<file path="config.mk">
export PLATFORM = sky130hd
export DESIGN_NAME = decode_issue_ctrl
export DESIGN_NICKNAME = d
export VERILOG_FILES = /design/src/rtl/decode_issue_ctrl.sv
export SDC_FILE = /design/constraint.sdc
export NUM_CORES = 1
export LEC_CHECK = 0
export ABC_CLOCK_PERIOD_IN_PS = 4700
export CELL_PAD_IN_SITES_DETAIL_PLACEMENT = 2
export CELL_PAD_IN_SITES_GLOBAL_PLACEMENT = 2
export CORE_MARGIN = 2
export CORE_UTILIZATION = 40
export CTS_CLUSTER_SIZE = 40
export DETAILED_ROUTE_END_ITERATION = 8
export PLACE_DENSITY_LB_ADDON = 0.1
export SYNTH_ARGS = -nofsm -noshare
export SYNTH_HDL_FRONTEND = slang
export SYNTH_SLANG_ARGS = --single-unit
</file>
<file path="constraint.sdc">
create_clock -name clock -period 4.7 [get_ports clock]
set_input_delay 0.94 -clock clock [delete_from_list [all_inputs] [get_ports clock]]
set_output_delay 0.94 -clock clock [all_outputs]
set_load 0.005 [all_outputs]
</file>
<file path="src/rtl/decode_issue_ctrl.sv">
// rtl/decode_issue_ctrl.sv - fetch-to-decode issue controller with a small instruction FIFO
// Optional: define DECODE_ISSUE_STATS_EN to add the issue_count / stall_cycles counters.
module decode_issue_ctrl #(
    parameter  int DEPTH = 4,
    localparam int PTR_W = $clog2(DEPTH)
) (
    input  logic             clock,
    input  logic             reset,
    input  logic             fetch_valid,
    output logic             fetch_ready,
    input  logic [15:0]      fetch_instr,
    input  logic [15:0]      fetch_pc,
    input  logic             dec_stall,
    input  logic             flush,
    output logic             enable_decode,
    output logic [15:0]      instr_dout,
    output logic [15:0]      npc_in,
    output logic [PTR_W:0]   occupancy
`ifdef DECODE_ISSUE_STATS_EN
    ,
    output logic [15:0]      issue_count,
    output logic [15:0]      stall_cycles
`endif
);

    typedef enum logic [1:0] {S_IDLE, S_ISSUE, S_STALL, S_FLUSH} state_t;

    localparam logic [PTR_W:0] FULL_CNT = DEPTH[PTR_W:0];

    state_t           r_state;
    state_t           w_state_nxt;
    logic [PTR_W-1:0] r_wr_ptr;
    logic [PTR_W-1:0] r_rd_ptr;
    logic [PTR_W:0]   r_occ;
    logic [PTR_W:0]   w_occ_nxt;
    logic [15:0]      r_instr_mem [DEPTH];
    logic [15:0]      r_pc_mem    [DEPTH];
    logic             w_fetch_ready;
    logic             w_push;
    logic             w_pop;

    // The occupancy count, not the pointers, decides full and empty.
    assign w_fetch_ready = (r_occ != FULL_CNT) && (r_state != S_FLUSH) && reset;
    assign w_push        = fetch_valid && w_fetch_ready && !flush;
    assign w_pop         = ((r_state == S_IDLE) || (r_state == S_ISSUE)) &&
                           (r_occ != '0) && !dec_stall && !flush;

    assign fetch_ready = w_fetch_ready;
    assign occupancy   = r_occ;

    // Occupancy after this edge, ignoring flush (flush clears it outright).
    always_comb begin
        w_occ_nxt = r_occ;
        case ({w_push, w_pop})
            2'b10:   w_occ_nxt = r_occ + 1'b1;
            2'b01:   w_occ_nxt = r_occ - 1'b1;
            default: w_occ_nxt = r_occ;
        endcase
    end

    // Next-state logic; flush overrides every other transition.
    always_comb begin
        w_state_nxt = r_state;
        if (flush) begin
            w_state_nxt = S_FLUSH;
        end else begin
            case (r_state)
                S_IDLE:  if (w_occ_nxt != '0) w_state_nxt = S_ISSUE;
                S_ISSUE: begin
                    if (dec_stall && (r_occ != '0)) w_state_nxt = S_STALL;
                    else if (w_occ_nxt == '0)       w_state_nxt = S_IDLE;
                end
                S_STALL: if (!dec_stall) w_state_nxt = S_ISSUE;
                S_FLUSH: w_state_nxt = S_IDLE;
                default: w_state_nxt = S_IDLE;
            endcase
        end
    end

    // State, pointers and occupancy; a flush empties the FIFO on the edge it is seen.
    always_ff @(posedge clock or negedge reset) begin
        if (!reset) begin
            r_state  <= S_IDLE;
            r_wr_ptr <= '0;
            r_rd_ptr <= '0;
            r_occ    <= '0;
        end else begin
            r_state <= w_state_nxt;
            if (flush) begin
                r_wr_ptr <= '0;
                r_rd_ptr <= '0;
                r_occ    <= '0;
            end else begin
                if (w_push) r_wr_ptr <= r_wr_ptr + 1'b1;
                if (w_pop)  r_rd_ptr <= r_rd_ptr + 1'b1;
                r_occ <= w_occ_nxt;
            end
        end
    end

    // FIFO storage needs no reset; occupancy guards every read.
    always_ff @(posedge clock) begin
        if (w_push) begin
            r_instr_mem[r_wr_ptr] <= fetch_instr;
            r_pc_mem[r_wr_ptr]    <= fetch_pc;
        end
    end

    // Decode-side outputs: a pop loads the head, otherwise only the strobe drops.
    always_ff @(posedge clock or negedge reset) begin
        if (!reset) begin
            enable_decode <= 1'b0;
            instr_dout    <= 16'h0000;
            npc_in        <= 16'h0000;
        end else begin
            enable_decode <= w_pop;
            if (w_pop) begin
                instr_dout <= r_instr_mem[r_rd_ptr];
                npc_in     <= r_pc_mem[r_rd_ptr] + 16'h0001;
            end
        end
    end

`ifdef DECODE_ISSUE_STATS_EN
    // Saturating issue and stall-cycle counters, cleared by flush.
    always_ff @(posedge clock or negedge reset) begin
        if (!reset) begin
            issue_count  <= 16'h0000;
            stall_cycles <= 16'h0000;
        end else if (flush) begin
            issue_count  <= 16'h0000;
            stall_cycles <= 16'h0000;
        end else begin
            if (w_pop && (issue_count != 16'hFFFF))
                issue_count <= issue_count + 16'h0001;
            if ((r_state == S_STALL) && (stall_cycles != 16'hFFFF))
                stall_cycles <= stall_cycles + 16'h0001;
        end
    end
`endif

endmodule
</file>
==> results.cfg, run 1 <==
[grt]
grt_pass1_vias = 3855
track_usage_pct = 16.8
antenna_found_initial = 0
overflow = 0
grt_max_degree = 49
grt_pass1_wl_mm = 22.1

[timing]
drv_slew = 0
setup_tns_ns = 0
fin_crit_ns = 3.17
worst_slew_pin_slew_ns = 0.948
setup_violations = 0
fin_crit_sh_pct = 67.4
rsz0062_at_grt = false
hold_viol_final = 0
slew_headroom_pct = 36.8
fmax_mhz = 316
clock_skew_ns = 0.00646

[routing]
vias = 3409
drc = 0
routed_wl_mm = 13.9
highest_layer = met4
vias_per_cell = 5.12
drt-pass1-iter-count = 4
drt-met1-wl_mm = 6.07
wl_met3_um = 525
ant_nets = 0
first_iter_violations = 123
wl_met2_mm = 7.10
wire_per_inst_um = 20.8

[setup_path]
worst_ep_arrival_time_ns = 3.48
path_cells = buf_2 > inv_1 > a221oi_1 > nand2_1 > nor2_1 > inv_1 > ha_1 > fa_1 > xnor2_1 > xor2_1 > a32oi_1 > o211ai_1 > nand2b_1
timing.critical_path.buf_inv = 3
critPathKind = in -> reg
cp-end-kind = register
critPathMaxFanout = 5
start_kind = input port
cpLargestDelayFamily = compound AO/OA/AOI/OAI gates
crit_top_cell = inv_1
cp_slowest_stage_delay_ns = 0.43
worst_path_max_delay_cell = a221oi_1
critical_path_required_ns = 5.02

[floorplan]
dieWidth_um = 134
dieArea_um2 = 17900
initial_core_util_pct = 40.8
num_io_pins = 74
rows = 47
die-height_um = 134
core_um2 = 16500

[run]
cap_viol_max_count = 0

[placement]
place_hpwl_mm = 8.70
portBuffers = 73
dpl-instance-area_um2 = 7660
gp_congestion = 0.704

[synthesis]
synth-seq-cells = 170
synth_cells = 351
synth_area_um2 = 6750
syn_nets = 395
ys_seq_area_share_pct = 72.5
postSynthAreaPerCell_um2 = 19.2
synth_warnings = 0
yosysUniqueCellTypes = 38

[pwr]
power_density_nw_per_um2 = 426
vdd_ir_drop_max_mv = 0.267
power_leakage_uw = 0.00276

[final_layout]
mostFrequentLayoutCell = edfxtp_1
final_cell_area_um2 = 8200
nets = 477
area_growth_pct = 21.5
layout-drive-gt1-share_pct = 19.7
layout_common_cells = 128 x edfxtp_1, 72 x clkdlybuf4s50_1, 40 x dfrtp_1, 26 x nor2_1, 23 x mux4_2
antennaDiodeCount = 0

[clock_tree]
path_clk_slew_ns = 0.07
clkSinkCount = 170
cts_tree = yes
cts_resized = 0
hold_buffers = 0
clockRootBuffer = clkbuf_16
post_cts_buffers = 0
cts_max_path_buffers = 2
insertion_delay_ns = 0.43
cts_buffers = 17
h-tree-depth = 4

[status]
status = completed

[hold_path]
hold_class = reg -> reg
==> through the flow <==
step / total power [uW] / utilization (%) / std cells / setup slack (ns) / hold WS (ns)
after floorplan: 1960 / - / 351 / 1.51 / 0.505
after global placement: 2220 / 46.3 / 634 / 1.11 / 0.489
after detailed placement: 2240 / 46.3 / 634 / 0.988 / 0.499
after CTS: 3540 / 49.6 / 666 / 1.45 / 0.515
after global routing: 3630 / 49.6 / 666 / 1.13 / 0.537
final: 3490 / 49.6 / 666 / 1.53 / 0.509
==> Yosys cell counts <==
| cell | number | area (um^2) |
|---|---|---|
| edfxtp_1 | 128 | 3840 |
| dfrtp_1 | 42 | 1050 |
| nor2_1 | 26 | 97.6 |
| mux4_2 | 23 | 518 |
| a21oi_1 | 17 | 85.1 |
| mux2_2 | 17 | 191 |
| xnor2_1 | 15 | 131 |
| mux4_1 | 9 | 236 |
| nand2_1 | 8 | 30.0 |
| ha_1 | 6 | 75.1 |
| inv_1 | 5 | 18.8 |
| nand3_1 | 5 | 25.0 |
| xor2_1 | 5 | 43.8 |
| and2_1 | 4 | 25.0 |
| clkbuf_8 | 4 | 55.1 |
| nor3_1 | 4 | 20.0 |
| buf_4 | 3 | 22.5 |
| nor4_1 | 3 | 18.8 |
| o21ai_0 | 3 | 15.0 |
| buf_2 | 2 | 10.0 |
| clkbuf_1 | 2 | 7.51 |
| nand4_1 | 2 | 12.5 |
| nor4b_2 | 2 | 30.0 |
| or3_1 | 2 | 12.5 |
| a21o_1 | 1 | 7.51 |
| a221oi_1 | 1 | 8.76 |
| a32oi_1 | 1 | 8.76 |
| buf_12 | 1 | 20.0 |
| buf_6 | 1 | 11.3 |
| fa_1 | 1 | 20.0 |
| mux2i_1 | 1 | 10.0 |
| nand2b_1 | 1 | 6.26 |
| nand3_4 | 1 | 17.5 |
| nand4_2 | 1 | 12.5 |
| nand4_4 | 1 | 21.3 |
| nor3b_1 | 1 | 7.51 |
| nor4_2 | 1 | 12.5 |
| o211ai_1 | 1 | 7.51 |
==> path summary, 6_finish.rpt <==
kind                          startpoint  depth (start not counted)  slack, ns       endpoint
max in group asynchronous          reset                          2       3.59    r_rd_ptr[1]
min reg2reg                instr_dout[7]                          1       0.51  instr_dout[7]
min                        instr_dout[7]                          1       0.51  instr_dout[7]
max reg2reg                 occupancy[0]                         12       1.58     r_state[0]
max                                reset                         13       1.53     r_state[0]
min in group asynchronous          reset                          2       0.67      npc_in[9]
==> flip-flops by register name, indices dropped and copies added (netlist names) <==
name           count
r_state            2
r_rd_ptr           2
enable_decode      1
npc_in            16
r_wr_ptr           2
r_pc_mem          64
instr_dout        16
occupancy          3
r_instr_mem       64
==> metal layers <==
metal,up-vias,GRT usage [%]
met1,1775,21.0
met5,-,0
met2,77,28.4
met3,16,4.27
li1,1541,-
met4,0,5.91
==> logic make-up (layout without fill, tap and decap cells) <==
group | count (synthesis) | after routing | share of synthesized area [%]
buffers and inverters | 18 | 113 | 2.15
xor gates and xnor gates | 20 | 20 | 2.60
DFF | 170 | 170 | 72.5
and+or+nand+nor | 62 | 62 | 5.17
AOI/OAI and AO/OA | 24 | 24 | 1.97
muxes | 50 | 50 | 14.2
adders and majority gates | 7 | 7 | 1.41
==> where the power goes <==
group / switching, uW / total [uW] / internal, uW
combinational: 149 / 415 / 266
clock: 607 / 1290 / 684
sequential: 58.7 / 1780 / 1730
total: 815 / 3490 / 2680
==> final cells by class <==
class	count	area, um^2
clock buffer	17	425
clock inverter	15	116
fill	1482	8320
inverter	5	18.8
multi-input combinational	163	1720
sequential	170	4900
tap	220	275
timing repair buffer	76	748
No activity file was read; power rests on OpenSTA's default activity.
==> inputs of run 2 (changes only) <==
ABC_CLOCK_PERIOD_IN_PS = 2900   (was 4700)
CORE_UTILIZATION = 38   (was 40)
clock period = 2.9 ns   (was 4.7 ns; I/O delays follow)
==> run 2 against run 1 <==
Register-to-register slack lost 1.3 ns; clock power rose by 81%; critical path depth down 2; routed wire length rose by 4.6%; flip-flop and latch count stayed put; clock-buffer cell count increased by 2; worst setup slack worse by 1.3 ns; critical endpoint unchanged; highest routed layer unchanged.
==> results.cfg, run 2 (same netlist as run 1, synthesis figures left out) <==
[clock_tree]
path_clk_slew_ns = 0.07
cts_max_path_buffers = 2
insertion_delay_ns = 0.43
hold_buffers = 0
clockRootBuffer = clkbuf_16
cts_buffers = 17
clkSinkCount = 170
cts_tree = yes
h-tree-depth = 4

[timing]
fin_crit_ns = 2.66
worst_slack_ns = 0.245
fmax_mhz = 377
setup_tns_ns = 0
slew_headroom_pct = 57.7
rsz0062_at_grt = false
hold_viol_final = 0
drv_slew = 0
fin_crit_sh_pct = 91.6
clock_skew_ns = 0.00813
setup_violations = 0
worst_slew_pin_slew_ns = 0.634
whs_ns = 0.340

[routing]
wire_per_inst_um = 21.0
vias_per_cell = 5.07
drc = 0
ant_nets = 0
routed_wl_mm = 14.5
vias = 3490
drt-pass1-iter-count = 4
first_iter_violations = 170

[setup_path]
cp-end-kind = register
critPathKind = reg -> reg
worst_path_max_delay_cell = dfrtp_1
ff2ff_setup_slack_ns = 0.24
worst_ep_arrival_time_ns = 2.97
critPathMaxFanout = 6
start_kind = register
cp_slowest_stage_delay_ns = 0.46
rr_worst_depth = 11
r2r-end = r_state[0]
reg2reg_from = r_state[1]
path_cells = a221oi_2 > nand2_1 > nor2_1 > inv_1 > ha_1 > fa_1 > xnor2_1 > xor2_1 > a32oi_1 > o211ai_1 > nand2b_1
critical_path_required_ns = 3.22

[hold_path]
hold_class = in -> async

[placement]
place_ws_ns = -0.124
place_hpwl_mm = 9.27
portBuffers = 73
gp_congestion = 0.659

[final_layout]
layout-drive-gt1-share_pct = 22.6
multiInputGateArea_um2 = 1730
layout.area.seq_um2 = 4900
top_regs = r_instr_mem: 64 flops, r_pc_mem: 64 flops
antennaDiodeCount = 0
nFillCells = 1545
area_growth_pct = 25.1
nets = 495
mostFrequentLayoutCell = edfxtp_1
layout_common_cells = 128 x edfxtp_1, 72 x clkdlybuf4s50_1, 41 x dfrtp_1, 26 x nor2_1, 23 x mux4_2

[run]
cap_viol_max_count = 0

[pwr]
fin_total_pwr_uw = 5920
power_density_nw_per_um2 = 702
vdd_ir_drop_max_mv = 0.482
power_leakage_uw = 0.00290

[grt]
grt_pass1_wl_mm = 22.7
track_usage_pct = 16.9
grt_pass1_vias = 3900
antenna_found_initial = 0
overflow = 0
grt_max_degree = 49

[status]
status = completed

[floorplan]
num_io_pins = 74
rows = 48
dieArea_um2 = 18800
initial_core_util_pct = 38.9
dieWidth_um = 137
die-height_um = 137
core_um2 = 17400
run 2: changes by cell type in the layout (fill, tap and decap cells not counted), moves of 2 or more:
cell,before,now
bufinv_16,0,3
inv_6,5,0
buf_4,3,19
clkinv_4,2,4
clkinv_2,2,0
buf_12,0,2
run 2: where the power goes:
group / switching, uW / internal (uW) / leakage [uW]
Sequential: 99.4 / 2800 / 0.00168
Clock: 958 / 1390 / 0.000285
Combinational: 244 / 440 / 0.000929
Total: 1300 / 4620 / 0.00290
run 2: worst max-delay path: cells and delay by family, from the launching register on:
kind	cells	cell delay, ns
compound gates	3	0.64
fa+ha+maj	2	0.61
flops	1	0.46
xor+xnor	2	0.44
simple gates	3	0.31
buf+inv	1	0.06
run 2: layout make-up:
type	instances	area share (%)
Sequential cell	170	58.0
Tap cell	225	3.33
Multi-Input combinational cell	163	20.4
Inverter	5	0.222
Timing Repair Buffer	94	10.8
Clock buffer	19	5.25
Clock inverter	13	2.02
run 2: per-layer routing:
metal	track usage, %	up-vias	share of wire (%)
li1	-	1576	-
met5	0	-	0
met3	3.94	16	3.6
met2	27.8	75	50
met4	5.84	0	1.5
met1	22.1	1823	45
run 2: what timing repair did:
action,CTS,global route
endpoints found under the setup margin,0,1
setup buffers,0,0
resized for setup,0,1
run 2: worst max-delay path by stage:
stage          cells past startpoint         end  slack [ns]        from
2_1_floorplan                      9  r_state[0]        0.07       flush
3_5_place_dp                      13  r_state[0]       -0.12       reset
6_report                          11  r_state[0]        0.24  r_state[1]
4_1_cts                           11  r_state[0]        0.11  r_state[1]
3_3_place_gp                      13  r_state[0]       -0.03       reset
5_1_grt                           11  r_state[0]        0.05  r_state[0]
run 2: stage by stage:
step	instances	util [%]	instance area, um^2
6_report	689	48.6	8440
5_1_grt	689	48.6	8440
4_1_cts	689	48.6	8440
3_5_place_dp	657	45.1	7820
3_3_place_gp	657	45.1	7820
2_1_floorplan	351	-	6750
